## src/rtl/data_mem.sv

```systemverilog
// Byte-addressable data memory for the load/store stage: sized, lane-masked
// accesses over a valid/ready request port with a registered response.
module data_mem #(
    parameter int unsigned DEPTH     = 16,
    parameter int unsigned INIT_MODE = 1,
    parameter int unsigned ADDR_W    = $clog2(DEPTH) + 2
) (
    input  logic              clk,
    input  logic              rst,
    input  logic              req_valid,
    output logic              req_ready,
    input  logic              req_we,
    input  logic [1:0]        req_size,
    input  logic              req_signed,
    input  logic [ADDR_W-1:0] req_addr,
    input  logic [31:0]       req_wdata,
    output logic              rsp_valid,
    output logic [31:0]       rsp_rdata,
    output logic              rsp_fault,
    output logic              init_busy
);

    localparam int unsigned IDX_W = ADDR_W - 2;
    localparam int unsigned CNT_W = $clog2(DEPTH);
    localparam logic [CNT_W-1:0] LAST_IDX = CNT_W'(DEPTH - 1);

    typedef enum logic {INIT, RUN} state_t;

    state_t           state, state_nxt;
    logic [CNT_W-1:0] init_cnt, init_cnt_nxt;
    logic             init_we;
    logic [31:0]      init_word;

    logic [31:0]      mem [DEPTH];

    logic [IDX_W-1:0] idx;
    logic [1:0]       lane;
    logic             accept;
    logic             fault;
    logic             store_en;
    logic [31:0]      rd_word;
    logic [31:0]      rd_shift;
    logic [31:0]      load_data;
    logic [3:0]       be;
    logic [31:0]      wr_data;

    // State and sweep counter
    always_ff @(posedge clk) begin
        if (!rst) begin
            state    <= INIT;
            init_cnt <= '0;
        end else begin
            state    <= state_nxt;
            init_cnt <= init_cnt_nxt;
        end
    end

    // Next state: sweep every word once, then serve requests
    always_comb begin
        state_nxt    = state;
        init_cnt_nxt = init_cnt;
        init_we      = 1'b0;
        case (state)
            INIT: begin
                init_we      = 1'b1;
                init_cnt_nxt = init_cnt + CNT_W'(1);
                if (init_cnt == LAST_IDX) begin
                    state_nxt = RUN;
                end
            end
            RUN: begin
                state_nxt = RUN;
            end
            default: state_nxt = INIT;
        endcase
    end

    assign init_word = (INIT_MODE == 1) ? (32'(init_cnt) + 32'd1) : 32'd0;

    // Request decode; aligned accesses always fit inside the addressed word
    always_comb begin
        idx      = req_addr[ADDR_W-1:2];
        lane     = req_addr[1:0];
        accept   = req_valid & req_ready;
        fault    = (req_size == 2'b11)
                 | ((req_size == 2'b01) & req_addr[0])
                 | ((req_size == 2'b10) & (req_addr[1:0] != 2'b00));
        store_en = accept & req_we & ~fault;
        rd_word  = mem[idx];
        rd_shift = rd_word >> {lane, 3'b000};
        wr_data  = req_wdata << {lane, 3'b000};
        case (req_size)
            2'b00:   be = 4'b0001 << lane;
            2'b01:   be = 4'b0011 << lane;
            default: be = 4'b1111;
        endcase
        case (req_size)
            2'b00:   load_data = req_signed ? {{24{rd_shift[7]}}, rd_shift[7:0]}
                                            : {24'd0, rd_shift[7:0]};
            2'b01:   load_data = req_signed ? {{16{rd_shift[15]}}, rd_shift[15:0]}
                                            : {16'd0, rd_shift[15:0]};
            default: load_data = rd_word;
        endcase
    end

    // Storage: contents survive reset; the sweep rewrites them afterwards
    always_ff @(posedge clk) begin
        if (rst) begin
            if (init_we) begin
                mem[init_cnt] <= init_word;
            end else if (store_en) begin
                for (int k = 0; k < 4; k++) begin
                    if (be[k]) begin
                        mem[idx][8*k +: 8] <= wr_data[8*k +: 8];
                    end
                end
            end
        end
    end

    // Registered handshake and response
    always_ff @(posedge clk) begin
        if (!rst) begin
            req_ready <= 1'b0;
            init_busy <= 1'b1;
            rsp_valid <= 1'b0;
            rsp_rdata <= 32'd0;
            rsp_fault <= 1'b0;
        end else begin
            req_ready <= (state_nxt == RUN);
            init_busy <= (state_nxt == INIT);
            rsp_valid <= accept;
            rsp_fault <= accept & fault;
            rsp_rdata <= (accept & ~fault & ~req_we) ? load_data : 32'd0;
        end
    end

endmodule

```

## config.mk

```make
export PLATFORM = sky130hd
export DESIGN_NAME = data_mem
export DESIGN_NICKNAME = d
export VERILOG_FILES = /design/src/rtl/data_mem.sv
export SDC_FILE = /design/constraint.sdc
export NUM_CORES = 1
export LEC_CHECK = 0
export ABC_CLOCK_PERIOD_IN_PS = 3300
export BUFFER_PORTS_ARGS = -buffer_cell sky130_fd_sc_hd__buf_2
export CAP_MARGIN = 20
export CORE_MARGIN = 2
export CORE_UTILIZATION = 43
export DETAILED_ROUTE_END_ITERATION = 10
export GPL_ROUTABILITY_DRIVEN = 0
export GPL_TIMING_DRIVEN = 0
export PLACE_DENSITY = 0.7
export SYNTH_ARGS = -nofsm -noshare
export SYNTH_HDL_FRONTEND = slang
export SYNTH_SLANG_ARGS = --single-unit
```

## constraint.sdc

```tcl
create_clock -name clk -period 3.3 [get_ports clk]
set_input_delay 0.66 -clock clk [delete_from_list [all_inputs] [get_ports clk]]
set_output_delay 0.66 -clock clk [all_outputs]
set_load 0.03 [all_outputs]
```

==> results.py, run 1 <==
metrics = {
    "status": {
        "run_status": "finished, final reports clean",
    },
    "sta": {
        "timing.final.max_slew_violations": 0,
        "clock_skew_ns": 0.0182,
        "grt_setup_unrepaired": "yes",
        "setup_tns_ns": 0,
        "max_slew_margin_pct": 27.0,
        "holdWs_ns": 0.427,
        "tightestPinTransition_ns": 1.09,
        "finalSetupViolCount": 0,
        "timing.final.hold_violations": 0,
        "setup_ws_ns": 0.0258,
        "finalWorstPathRequiredPeriod_ns": 3.27,
        "finalCritPeriodShare_pct": 99.2,
        "highest_clock_rate_mhz": 305,
    },
    "floorplan": {
        "die_h_microns": 231,
        "ios": 81,
        "area_enclosed_by_the_die_boundary_sq_mm": 0.0533,
        "core_sq_mm": 0.0511,
        "die-width_microns": 231,
        "placement_rows": 83,
        "start_util_pct": 43.3,
    },
    "global_route": {
        "first_global_vias": 12576,
        "grt_antenna_before_repair": 2,
        "global_route.overflow_total": 0,
        "wire_length_of_the_first_global_routing_pass_mm": 85.5,
        "grt.total_usage_pct": 22.5,
        "pin_count_of_the_biggest_net_entering_global_routing": 17,
    },
    "hold_path": {
        "worst_hold_path_type": "primary input to flop",
        "min_path_cells": 2,
    },
    "power_and_ir_drop": {
        "peakVddDrop_mv": 0.396,
        "clock_power_share_pct": 42.0,
        "power.switching_fraction_pct": 21.7,
        "flop_pwr_share_pct": 51.7,
        "combPwrFrac_pct": 6.3,
        "power_mw": 14.8,
        "p_leak_nw": 9.50,
        "switchingPower_mw": 3.21,
        "power.density_cell_area_mw_per_mm2": 559,
        "p_int_mw": 11.6,
    },
    "route": {
        "final_antenna_net_count": 0,
        "routed_via_density": 6.13,
        "drc_errors_left": 0,
        "count_of_tritonroute_iterations_in_the_first_routing_pass": 6,
        "route.final.wire_length_mm": 59.3,
        "detailedRoute.firstIterationViolations": 1972,
        "wire_length_per_cell_microns": 28.6,
        "detailed_route_via_count": 12713,
    },
    "placement": {
        "port_buffers": 77,
        "dp_hpwl_mm": 39.5,
        "placement.setup.worst_slack_ns": -0.925,
    },
    "critical_path": {
        "critPathBufInv": 2,
        "timing.critical_path.from_type": "flop",
        "worst_ep_required_time_ns": 3.57,
        "timing_worst_setup_path_type": "flop to flop",
        "reg2reg_depth": 6,
        "arrival_ns": 3.54,
        "timing.critical_path.depth": 6,
        "critical_path.cell_chain": "nand3_2, a21oi_1, nand2_2, buf_2, buf_1, nor2_1",
        "worst_path_max_delay_cell": "sky130_fd_sc_hd__nor2_1",
        "worst_path_dominant_cell_family": "simple AND/OR/NAND/NOR gates",
        "cp_slowest_stage_delay_ns": 0.92,
        "crit_path_end_kind": "flop",
        "path_max_fanout": 16,
    },
    "synthesis": {
        "postSynth.asyncResetShare_pct": 0,
        "synth_top_cells_by_count": "sky130_fd_sc_hd__edfxtp_1 (512), sky130_fd_sc_hd__mux4_2 (143), sky130_fd_sc_hd__nor3_1 (74)",
        "synth.largest_area_cell": "sky130_fd_sc_hd__edfxtp_1",
        "syn_area_sq_mm": 0.0221,
        "ys_top_cells_by_area": "sky130_fd_sc_hd__edfxtp_1 (69%), sky130_fd_sc_hd__mux4_2 (15%), sky130_fd_sc_hd__dfxtp_1 (3.6%)",
        "synthesis.instances": 1159,
        "number_of_flops_mapped_to_enable_cells_by_yosys": 512,
        "synth_seq_area_share_pct": 73.1,
        "synth.avg_cell_area_sq_um": 19.1,
        "yosys.cell_types.count": 46,
        "synth.ff_latch_count": 552,
        "post-synth-top-area-fraction_pct": 69.4,
        "dominantRegCellSynth": "sky130_fd_sc_hd__edfxtp_1",
        "synthMostInstantiatedCell": "sky130_fd_sc_hd__edfxtp_1",
        "ys_warn_count": 0,
        "syn_nets": 1205,
    },
    "clock_tree": {
        "maximum_root_to_sink_buffer_count": 3,
        "cts_made_buffers": 54,
        "clockRootBuffer": "sky130_fd_sc_hd__clkbuf_16",
        "clkTransAtPathRegs_ns": 0.06,
        "htree_num_levels": 2,
        "cts_tree": "yes",
        "cts.sink_count": 552,
        "clock_insertion_delay_worst_skew_ns": 0.61,
        "post_cts_hold_buffer_count": 0,
    },
    "layout": {
        "antenna_cells": 0,
        "n_fill_cell": 3961,
        "area_growth_pct": 19.8,
        "drive_above_1_share_pct": 36.3,
        "final_net_count": 1395,
    },
    "flow_run": {
        "max_cap_violations": 0,
    },
}
==> layout make-up <==
| class | count | area, sq um | area share, % |
|---|---|---|---|
| clock inverter | 20 | 159 | 0.599 |
| buffer | 73 | 405 | 1.53 |
| tap | 680 | 851 | 3.21 |
| clock buffer | 82 | 1670 | 6.29 |
| sequential | 552 | 16200 | 61.0 |
| timing repair buffer | 136 | 1020 | 3.86 |
| multi-input combinational | 525 | 6220 | 23.4 |
| inverter | 7 | 26.3 | 0.0990 |
==> worst reg2reg max path: stages (launching register included) <==
cell and delay [ns]:
sky130_fd_sc_hd__dfxtp_2 0.45, sky130_fd_sc_hd__nand3_2 0.22, sky130_fd_sc_hd__a21oi_1 0.29, sky130_fd_sc_hd__nand2_2 0.27
sky130_fd_sc_hd__buf_2 0.33, sky130_fd_sc_hd__buf_1 0.45, sky130_fd_sc_hd__nor2_1 0.92
==> cells in the final DEF, fill, tap and decap left out, drive strengths merged, types with 28 or more instances in the layout <==
cell / count
edfxtp: 512
buf: 176
mux4: 143
clkbuf: 115
nor3: 74
nand2: 45
mux2i: 41
dfxtp: 40
nor2: 35
nand3: 28
==> through the flow <==
stage          cell area, sq um  instances  util (%)
2_1_floorplan             22100       1159         -
3_3_place_gp              23400       1916      45.8
3_5_place_dp              23900       1949      46.7
4_1_cts                   26400       2072      51.7
5_1_grt                   26500       2075      51.9
6_report                  26500       2075      51.9
==> logic make-up after synthesis <==
logic type,share of synthesized area [%]
mux,16.4
flops,73.1
simple gates,5.12
buf+inv,1.90
xor+xnor,0.158
fa+ha+maj,0.0565
compound gates,3.31
==> registers in the layout, summed over array words and instances (netlist names) <==
name and cells:
init_busy 1, init_cnt 4, mem 512, req_ready 1
rsp_fault 1, rsp_rdata 32, rsp_valid 1
==> worst paths after layout <==
kind	startpoint	end	slack, ns
worst max-delay path	req_ready	mem[5][16]	0.03
worst min-delay path	rst	init_cnt[1]	0.43
worst max register to register	req_ready	mem[5][16]	0.03
worst min register to register	init_cnt[1]	init_cnt[1]	0.65
==> repair_timing <==
item | 4_1_cts | 5_1_grt
setup buffers | 22 | 0
resized for setup | 69 | 18
pin swaps | 20 | 0
endpoints found under the setup margin | 666 | 439
==> routing by layer <==
| layer | part of all wire, % | global-route usage [%] | up-vias | routed length [microns] |
|---|---|---|---|---|
| met1 | 38 | 31.1 | 6506 | 22500 |
| met5 | 0.19 | 1.19 | - | 111 |
| li1 | - | - | 5151 | - |
| met3 | 14 | 6.79 | 172 | 8120 |
| met4 | 3.7 | 8.00 | 6 | 2220 |
| met2 | 44 | 33.7 | 878 | 26300 |
==> power by group through the flow <==
stage          Combinational (mW)  Sequential (mW)  Clock [mW]
2_1_floorplan               0.492             7.80           0
3_3_place_gp                0.790             7.81           0
3_5_place_dp                0.842             7.81           0
4_1_cts                     0.897             7.66        6.28
5_1_grt                     0.966             7.66        6.54
6_report                    0.934             7.66        6.23
Power figures use the tool's default switching activity.
==> inputs of run 2 (changes only) <==
--- a/config.mk
+++ b/config.mk
@@ -10,6 +10,7 @@
 export CAP_MARGIN = 20
 export CORE_MARGIN = 2
 export CORE_UTILIZATION = 43
+export CTS_BUF_LIST = sky130_fd_sc_hd__clkbuf_4 sky130_fd_sc_hd__clkbuf_8
 export DETAILED_ROUTE_END_ITERATION = 10
 export GPL_ROUTABILITY_DRIVEN = 0
 export GPL_TIMING_DRIVEN = 0
==> run 2 against run 1 <==
Die area unchanged. Maximum frequency about the same. Clock skew increased by 0.018 ns. Clock power decreased by 7.1%. First-iteration DRC count decreased by 4.4%. Worst setup slack improved by 0.0023 ns. Critical path type is now primary input to flop. Largest cell class unchanged. Largest power group unchanged. Highest routed layer unchanged.
==> results.py, run 2 (synthesis results as in run 1) <==
metrics = {
    "status": {
        "run_status": "finished, final reports clean",
    },
    "layout": {
        "reg_top3": "mem x512, rsp_rdata x32, init_cnt x4",
        "most_common_cell_after_layout_fill_and_taps_aside": "sky130_fd_sc_hd__edfxtp_1",
        "layout.cell_area.non_filler_sq_mm": 0.0264,
        "final_cell_mix": "sky130_fd_sc_hd__edfxtp_1 (512), sky130_fd_sc_hd__mux4_2 (143), sky130_fd_sc_hd__buf_2 (119)",
        "final_net_count": 1420,
        "drive_above_1_share_pct": 38.4,
        "area_growth_pct": 19.2,
        "largest_reg_flops": 512,
        "largest_register_by_flop_count": "mem",
    },
    "floorplan": {
        "core_sq_mm": 0.0511,
        "area_enclosed_by_the_die_boundary_sq_mm": 0.0533,
        "start_util_pct": 43.3,
        "die-width_microns": 231,
        "die_h_microns": 231,
        "placement_rows": 83,
        "ios": 81,
    },
    "route": {
        "drc_errors_left": 0,
        "wire_length_per_cell_microns": 27.8,
        "detailedRoute.firstIterationViolations": 1885,
        "count_of_tritonroute_iterations_in_the_first_routing_pass": 6,
        "route.final.wire_length_mm": 58.9,
        "routed_via_density": 6.07,
        "final_antenna_net_count": 0,
        "detailed_route_via_count": 12849,
    },
    "clock_tree": {
        "clockRootBuffer": "sky130_fd_sc_hd__clkbuf_8",
        "clock_insertion_delay_worst_skew_ns": 0.64,
        "htree_num_levels": 3,
        "maximum_root_to_sink_buffer_count": 3,
        "clkTransAtPathRegs_ns": 0.07,
        "cts.sink_count": 552,
        "cts_tree": "yes",
        "cts_made_buffers": 86,
    },
    "global_route": {
        "wire_length_of_the_first_global_routing_pass_mm": 85.5,
        "grt_antenna_before_repair": 2,
        "global_route.overflow_total": 0,
        "first_global_vias": 12773,
        "pin_count_of_the_biggest_net_entering_global_routing": 20,
        "grt.total_usage_pct": 22.4,
    },
    "power_and_ir_drop": {
        "power.density_cell_area_mw_per_mm2": 545,
        "clock_power_share_pct": 40.2,
        "combPwrFrac_pct": 6.5,
        "power.switching_fraction_pct": 22.4,
        "flop_pwr_share_pct": 53.3,
        "peakVddDrop_mv": 0.254,
        "p_leak_nw": 9.47,
        "switchingPower_mw": 3.23,
        "p_int_mw": 11.2,
    },
    "critical_path": {
        "r2r_end": "mem[15][19]",
        "critPathCapture": "mem[1][25]",
        "worst_ep_required_time_ns": 3.59,
        "reg2reg_depth": 7,
        "ff2ff_setup_slack_ns": 0.10,
        "path_max_fanout": 16,
        "timing_worst_setup_path_type": "primary input to flop",
        "crit_path_end_kind": "flop",
        "critPathLaunch": "req_addr[0]",
        "timing.critical_path.from_type": "primary input",
        "arrival_ns": 3.56,
        "r2r_start": "req_ready",
    },
    "sta": {
        "clock_skew_ns": 0.0357,
        "setup_tns_ns": 0,
        "timing.final.max_slew_violations": 0,
        "finalWorstPathRequiredPeriod_ns": 3.27,
        "finalCritPeriodShare_pct": 99.1,
        "finalSetupViolCount": 0,
        "tightestPinTransition_ns": 1.05,
        "timing.final.hold_violations": 0,
        "max_slew_margin_pct": 29.6,
        "highest_clock_rate_mhz": 306,
    },
    "placement": {
        "port_buffers": 77,
        "dp_hpwl_mm": 39.5,
        "detailed_place.area_sq_mm": 0.0239,
    },
    "hold_path": {
        "min_path_cells": 2,
        "worst_hold_path_type": "primary input to flop",
    },
    "flow_run": {
        "max_cap_violations": 0,
    },
}
==> run 2: critical path, cell delays in order <==
cell and delay [ns]:
sky130_fd_sc_hd__buf_2 0.12, sky130_fd_sc_hd__clkbuf_1 0.46, sky130_fd_sc_hd__clkbuf_1 0.55, sky130_fd_sc_hd__buf_2 0.48, sky130_fd_sc_hd__mux2i_1 0.33, sky130_fd_sc_hd__a211oi_2 0.93
==> run 2: repair_timing <==
item                       in CTS  in global routing
setup endpoints to repair     661                606
pin swaps                      19                  0
gates resized for setup        73                 16
cloned                          0                  0
hold buffers                    0                  0
setup buffers                  19                  0
==> run 2: worst min path at each step <==
stage           startpoint           to  slack, ns
6_report               rst  init_cnt[0]       0.40
5_1_grt                rst  init_cnt[1]       0.36
4_1_cts                rst  init_cnt[1]       0.35
3_5_place_dp   init_cnt[1]  init_cnt[1]       0.58
3_3_place_gp   init_cnt[1]  init_cnt[1]       0.57
2_1_floorplan  init_cnt[1]  init_cnt[1]       0.54
==> run 2: power groups by stage <==
stage	clock (mW)	combinational, mW	sequential [mW]
CTS	5.86	0.899	7.66
finish	5.79	0.934	7.66
detailed placement	0	0.842	7.81
global route	6.18	0.966	7.66
floorplan	0	0.492	7.80
global placement	0	0.790	7.81
==> run 2: layout make-up <==
class / instances / area (sq um)
diodes: 1 / 2.50
plain buffers: 70 / 388
clock buffers: 112 / 1420
clock inverters: 38 / 314
fillers: 3973 / 24700
inverters: 7 / 26.3
multi-input cells: 525 / 6250
flip-flops and latches: 552 / 16200
well taps: 680 / 851
repair buffers: 132 / 967
==> run 2: through the flow <==
step                cells  hold WS, ns  setup WS, ns  util [%]  power [mW]
finish               2117        0.399        0.0281      51.6        14.4
global route         2116        0.359      -0.00803      51.6        14.8
CTS                  2115        0.351       -0.0519      51.5        14.4
detailed placement   1949        0.581        -0.925      46.7        8.65
global placement     1916        0.569         -1.55      45.8        8.59
floorplan            1159        0.544         0.208         -        8.29
==> run 2: routing by layer <==
layer  vias to the layer above  global-route usage [%]  wire length (microns)
met2                       899                    32.9                  26400
met4                         2                    8.45                   2180
met1                      6567                    30.7                  22400
met3                       178                    7.89                   7930
li1                       5203                       -                      -
met5                         -                       0                      8
==> inputs of run 3 (changes only) <==
--- a/config.mk
+++ b/config.mk
@@ -14,7 +14,7 @@
 export DETAILED_ROUTE_END_ITERATION = 10
 export GPL_ROUTABILITY_DRIVEN = 0
 export GPL_TIMING_DRIVEN = 0
-export PLACE_DENSITY = 0.7
+export RECOVER_POWER = 100
 export SYNTH_ARGS = -nofsm -noshare
 export SYNTH_HDL_FRONTEND = slang
 export SYNTH_SLANG_ARGS = --single-unit
==> constraint.sdc (replaced) <==
create_clock -name clk -period 3.3 [get_ports clk]
set_input_delay 0.33 -clock clk [delete_from_list [all_inputs] [get_ports clk]]
set_output_delay 0.33 -clock clk [all_outputs]
set_load 0.03 [all_outputs]
==> run 3 against run 2 <==
Flip-flop and latch count is the same. Core utilization shrank 0.90 points. Non-clock buffer count shrank 3. Combinational power shrank 5.1%. Hold slack lost 0.32 ns. Register-to-register slack gained 0.02 ns. Largest power group unchanged. Critical path type unchanged.
==> results.py, run 3 (synthesis results as in run 1) <==
metrics = {
    "floorplan": {
        "placement_rows": 83,
        "start_util_pct": 43.3,
        "die_h_microns": 231,
        "core_sq_mm": 0.0511,
        "area_enclosed_by_the_die_boundary_sq_mm": 0.0533,
        "die-width_microns": 231,
        "ios": 81,
    },
    "hold_path": {
        "worst_hold_path_type": "primary input to flop",
    },
    "critical_path": {
        "crit_top_cell": "sky130_fd_sc_hd__clkbuf_1",
        "arrival_ns": 3.59,
        "critical_path.cell_chain": "buf_2, clkbuf_1, clkbuf_1, clkbuf_1, mux2i_1, nor2_1",
        "path_max_fanout": 16,
        "timing_worst_setup_path_type": "primary input to flop",
        "crit_path_end_kind": "flop",
        "cp_slowest_stage_delay_ns": 0.88,
        "critPathBufInv": 4,
        "timing.critical_path.from_type": "primary input",
        "worst_path_max_delay_cell": "sky130_fd_sc_hd__nor2_1",
        "worst_ep_required_time_ns": 3.61,
        "worst_path_dominant_cell_family": "buffers and inverters",
    },
    "layout": {
        "drive_above_1_share_pct": 32.7,
        "final_net_count": 1421,
        "n_fill_cell": 4236,
        "most_common_cell_after_layout_fill_and_taps_aside": "sky130_fd_sc_hd__edfxtp_1",
        "final_cell_mix": "sky130_fd_sc_hd__edfxtp_1 (512), sky130_fd_sc_hd__mux4_2 (143), sky130_fd_sc_hd__clkbuf_8 (94)",
        "area_growth_pct": 17.1,
        "finish.utilization_pct": 50.7,
        "largest_register_by_flop_count": "mem",
        "reg_top3": "mem x512, rsp_rdata x32, init_cnt x4",
        "largest_reg_flops": 512,
        "layout.cell_area.non_filler_sq_mm": 0.0259,
    },
    "route": {
        "wire_length_per_cell_microns": 27.7,
        "drc_errors_left": 0,
        "detailed_route_via_count": 12556,
        "detailedRoute.firstIterationViolations": 1609,
        "final_antenna_net_count": 0,
        "count_of_tritonroute_iterations_in_the_first_routing_pass": 6,
        "routed_via_density": 5.89,
        "route.final.wire_length_mm": 59.1,
    },
    "global_route": {
        "first_global_vias": 12505,
        "global_route.overflow_total": 0,
        "grt.total_usage_pct": 22.5,
        "grt_antenna_before_repair": 0,
        "pin_count_of_the_biggest_net_entering_global_routing": 17,
        "wire_length_of_the_first_global_routing_pass_mm": 85.6,
    },
    "power_and_ir_drop": {
        "power.switching_fraction_pct": 22.8,
        "clock_power_share_pct": 41.6,
        "switchingPower_mw": 3.34,
        "power.density_cell_area_mw_per_mm2": 565,
        "flop_pwr_share_pct": 52.3,
        "combPwrFrac_pct": 6.1,
        "p_int_mw": 11.3,
        "p_leak_nw": 9.13,
        "peakVddDrop_mv": 0.289,
    },
    "sta": {
        "clock_skew_ns": 0.0259,
        "max_slew_margin_pct": 29.5,
        "timing.final.max_slew_violations": 0,
        "finalCritPeriodShare_pct": 99.3,
        "timing.final.hold_violations": 0,
        "tightestPinTransition_ns": 1.06,
        "finalSetupViolCount": 0,
        "grt_setup_unrepaired": "no",
        "finalWorstPathRequiredPeriod_ns": 3.28,
        "highest_clock_rate_mhz": 305,
    },
    "status": {
        "run_status": "finished, final reports clean",
    },
    "placement": {
        "dp_hpwl_mm": 40.6,
        "port_buffers": 77,
        "detailed_place.area_sq_mm": 0.0240,
    },
    "clock_tree": {
        "maximum_root_to_sink_buffer_count": 3,
        "cts_tree": "yes",
        "cts.sink_count": 552,
        "clkTransAtPathRegs_ns": 0.06,
        "clock_insertion_delay_worst_skew_ns": 0.67,
        "cts_made_buffers": 90,
        "htree_num_levels": 3,
        "clockRootBuffer": "sky130_fd_sc_hd__clkbuf_8",
    },
    "flow_run": {
        "max_cap_violations": 0,
    },
}
[run 3: cell types whose count changed in the layout (fill, tap and decap cells not counted), moves of 7 or more]
cell                       delta
sky130_fd_sc_hd__nor2_2       -7
sky130_fd_sc_hd__clkbuf_2    +29
sky130_fd_sc_hd__clkbuf_1    +61
sky130_fd_sc_hd__buf_2       -62
sky130_fd_sc_hd__nor3_4      -15
sky130_fd_sc_hd__clkbuf_4    +13
sky130_fd_sc_hd__nor2_1       +7
sky130_fd_sc_hd__buf_12      -14
sky130_fd_sc_hd__nor3_1      +21
sky130_fd_sc_hd__buf_4       -11
[run 3: power by group through the flow]
stage	clock network (mW)	registers, mW	logic [mW]
2_1_floorplan	0	7.80	0.492
3_3_place_gp	0	7.81	0.802
3_5_place_dp	0	7.81	0.867
4_1_cts	6.22	7.66	0.906
5_1_grt	6.54	7.66	0.928
6_report	6.10	7.66	0.886
[run 3: cell type report]
type	instances	area (sq um)	area share (%)
timing repair buffer	126	589	2.27
clock inverter	41	330	1.27
sequential	552	16200	62.4
multi-input combinational	525	6020	23.2
inverter	7	26.3	0.101
tap	680	851	3.28
buffer	73	394	1.52
clock buffer	127	1540	5.95
antenna	1	2.50	0.00965
[run 3: through the flow]
step	std cells	setup TNS (ns)	hold WS, ns	setup WS (ns)	power, mW
6_report	2132	0	0.0810	0.0226	14.6
2_1_floorplan	1159	0	0.438	0.381	8.29
3_5_place_dp	1956	-269.88	0.622	-0.669	8.67
5_1_grt	2131	0	0.0464	0.00867	15.1
4_1_cts	2127	0	0.00790	0.0117	14.8
3_3_place_gp	1916	-530.16	0.618	-1.14	8.61
[run 3: final timing paths]
check | from | to | slack [ns] | cells past startpoint
setup reg to reg | req_ready | mem[5][29] | 0.12 | 8
hold / removal | req_valid | rsp_valid | 0.08 | 3
hold reg to reg | req_ready | init_cnt[1] | 0.65 | 2
setup / recovery | req_addr[0] | mem[3][12] | 0.02 | 6
[run 3: timing repair]
action,CTS,global route
resized for setup,57,9
buffers inserted,3,0
endpoints found under the hold margin,6,0
hold buffers,1,0
pin swaps,5,0
endpoints found under the setup margin,630,423
[run 3: worst reg2reg max path, cell delays in order, from the launching register on]
cell and delay, ns:
sky130_fd_sc_hd__dfxtp_2 0.44, sky130_fd_sc_hd__nand3_4 0.20, sky130_fd_sc_hd__a211oi_4 0.34, sky130_fd_sc_hd__buf_4 0.23, sky130_fd_sc_hd__nor3b_1 0.07, sky130_fd_sc_hd__a21oi_2 0.57
sky130_fd_sc_hd__clkbuf_2 0.57, sky130_fd_sc_hd__nor3_2 0.21, sky130_fd_sc_hd__clkbuf_2 0.26
[run 3: metal layers]
layer / GRT usage, % / routed length (microns) / vias to the layer above
met5: 0 / 0 / -
met4: 6.03 / 1500 / 0
met3: 7.86 / 6180 / 136
met2: 33.7 / 26700 / 679
met1: 31.6 / 24800 / 6520
li1: - / - / 5221
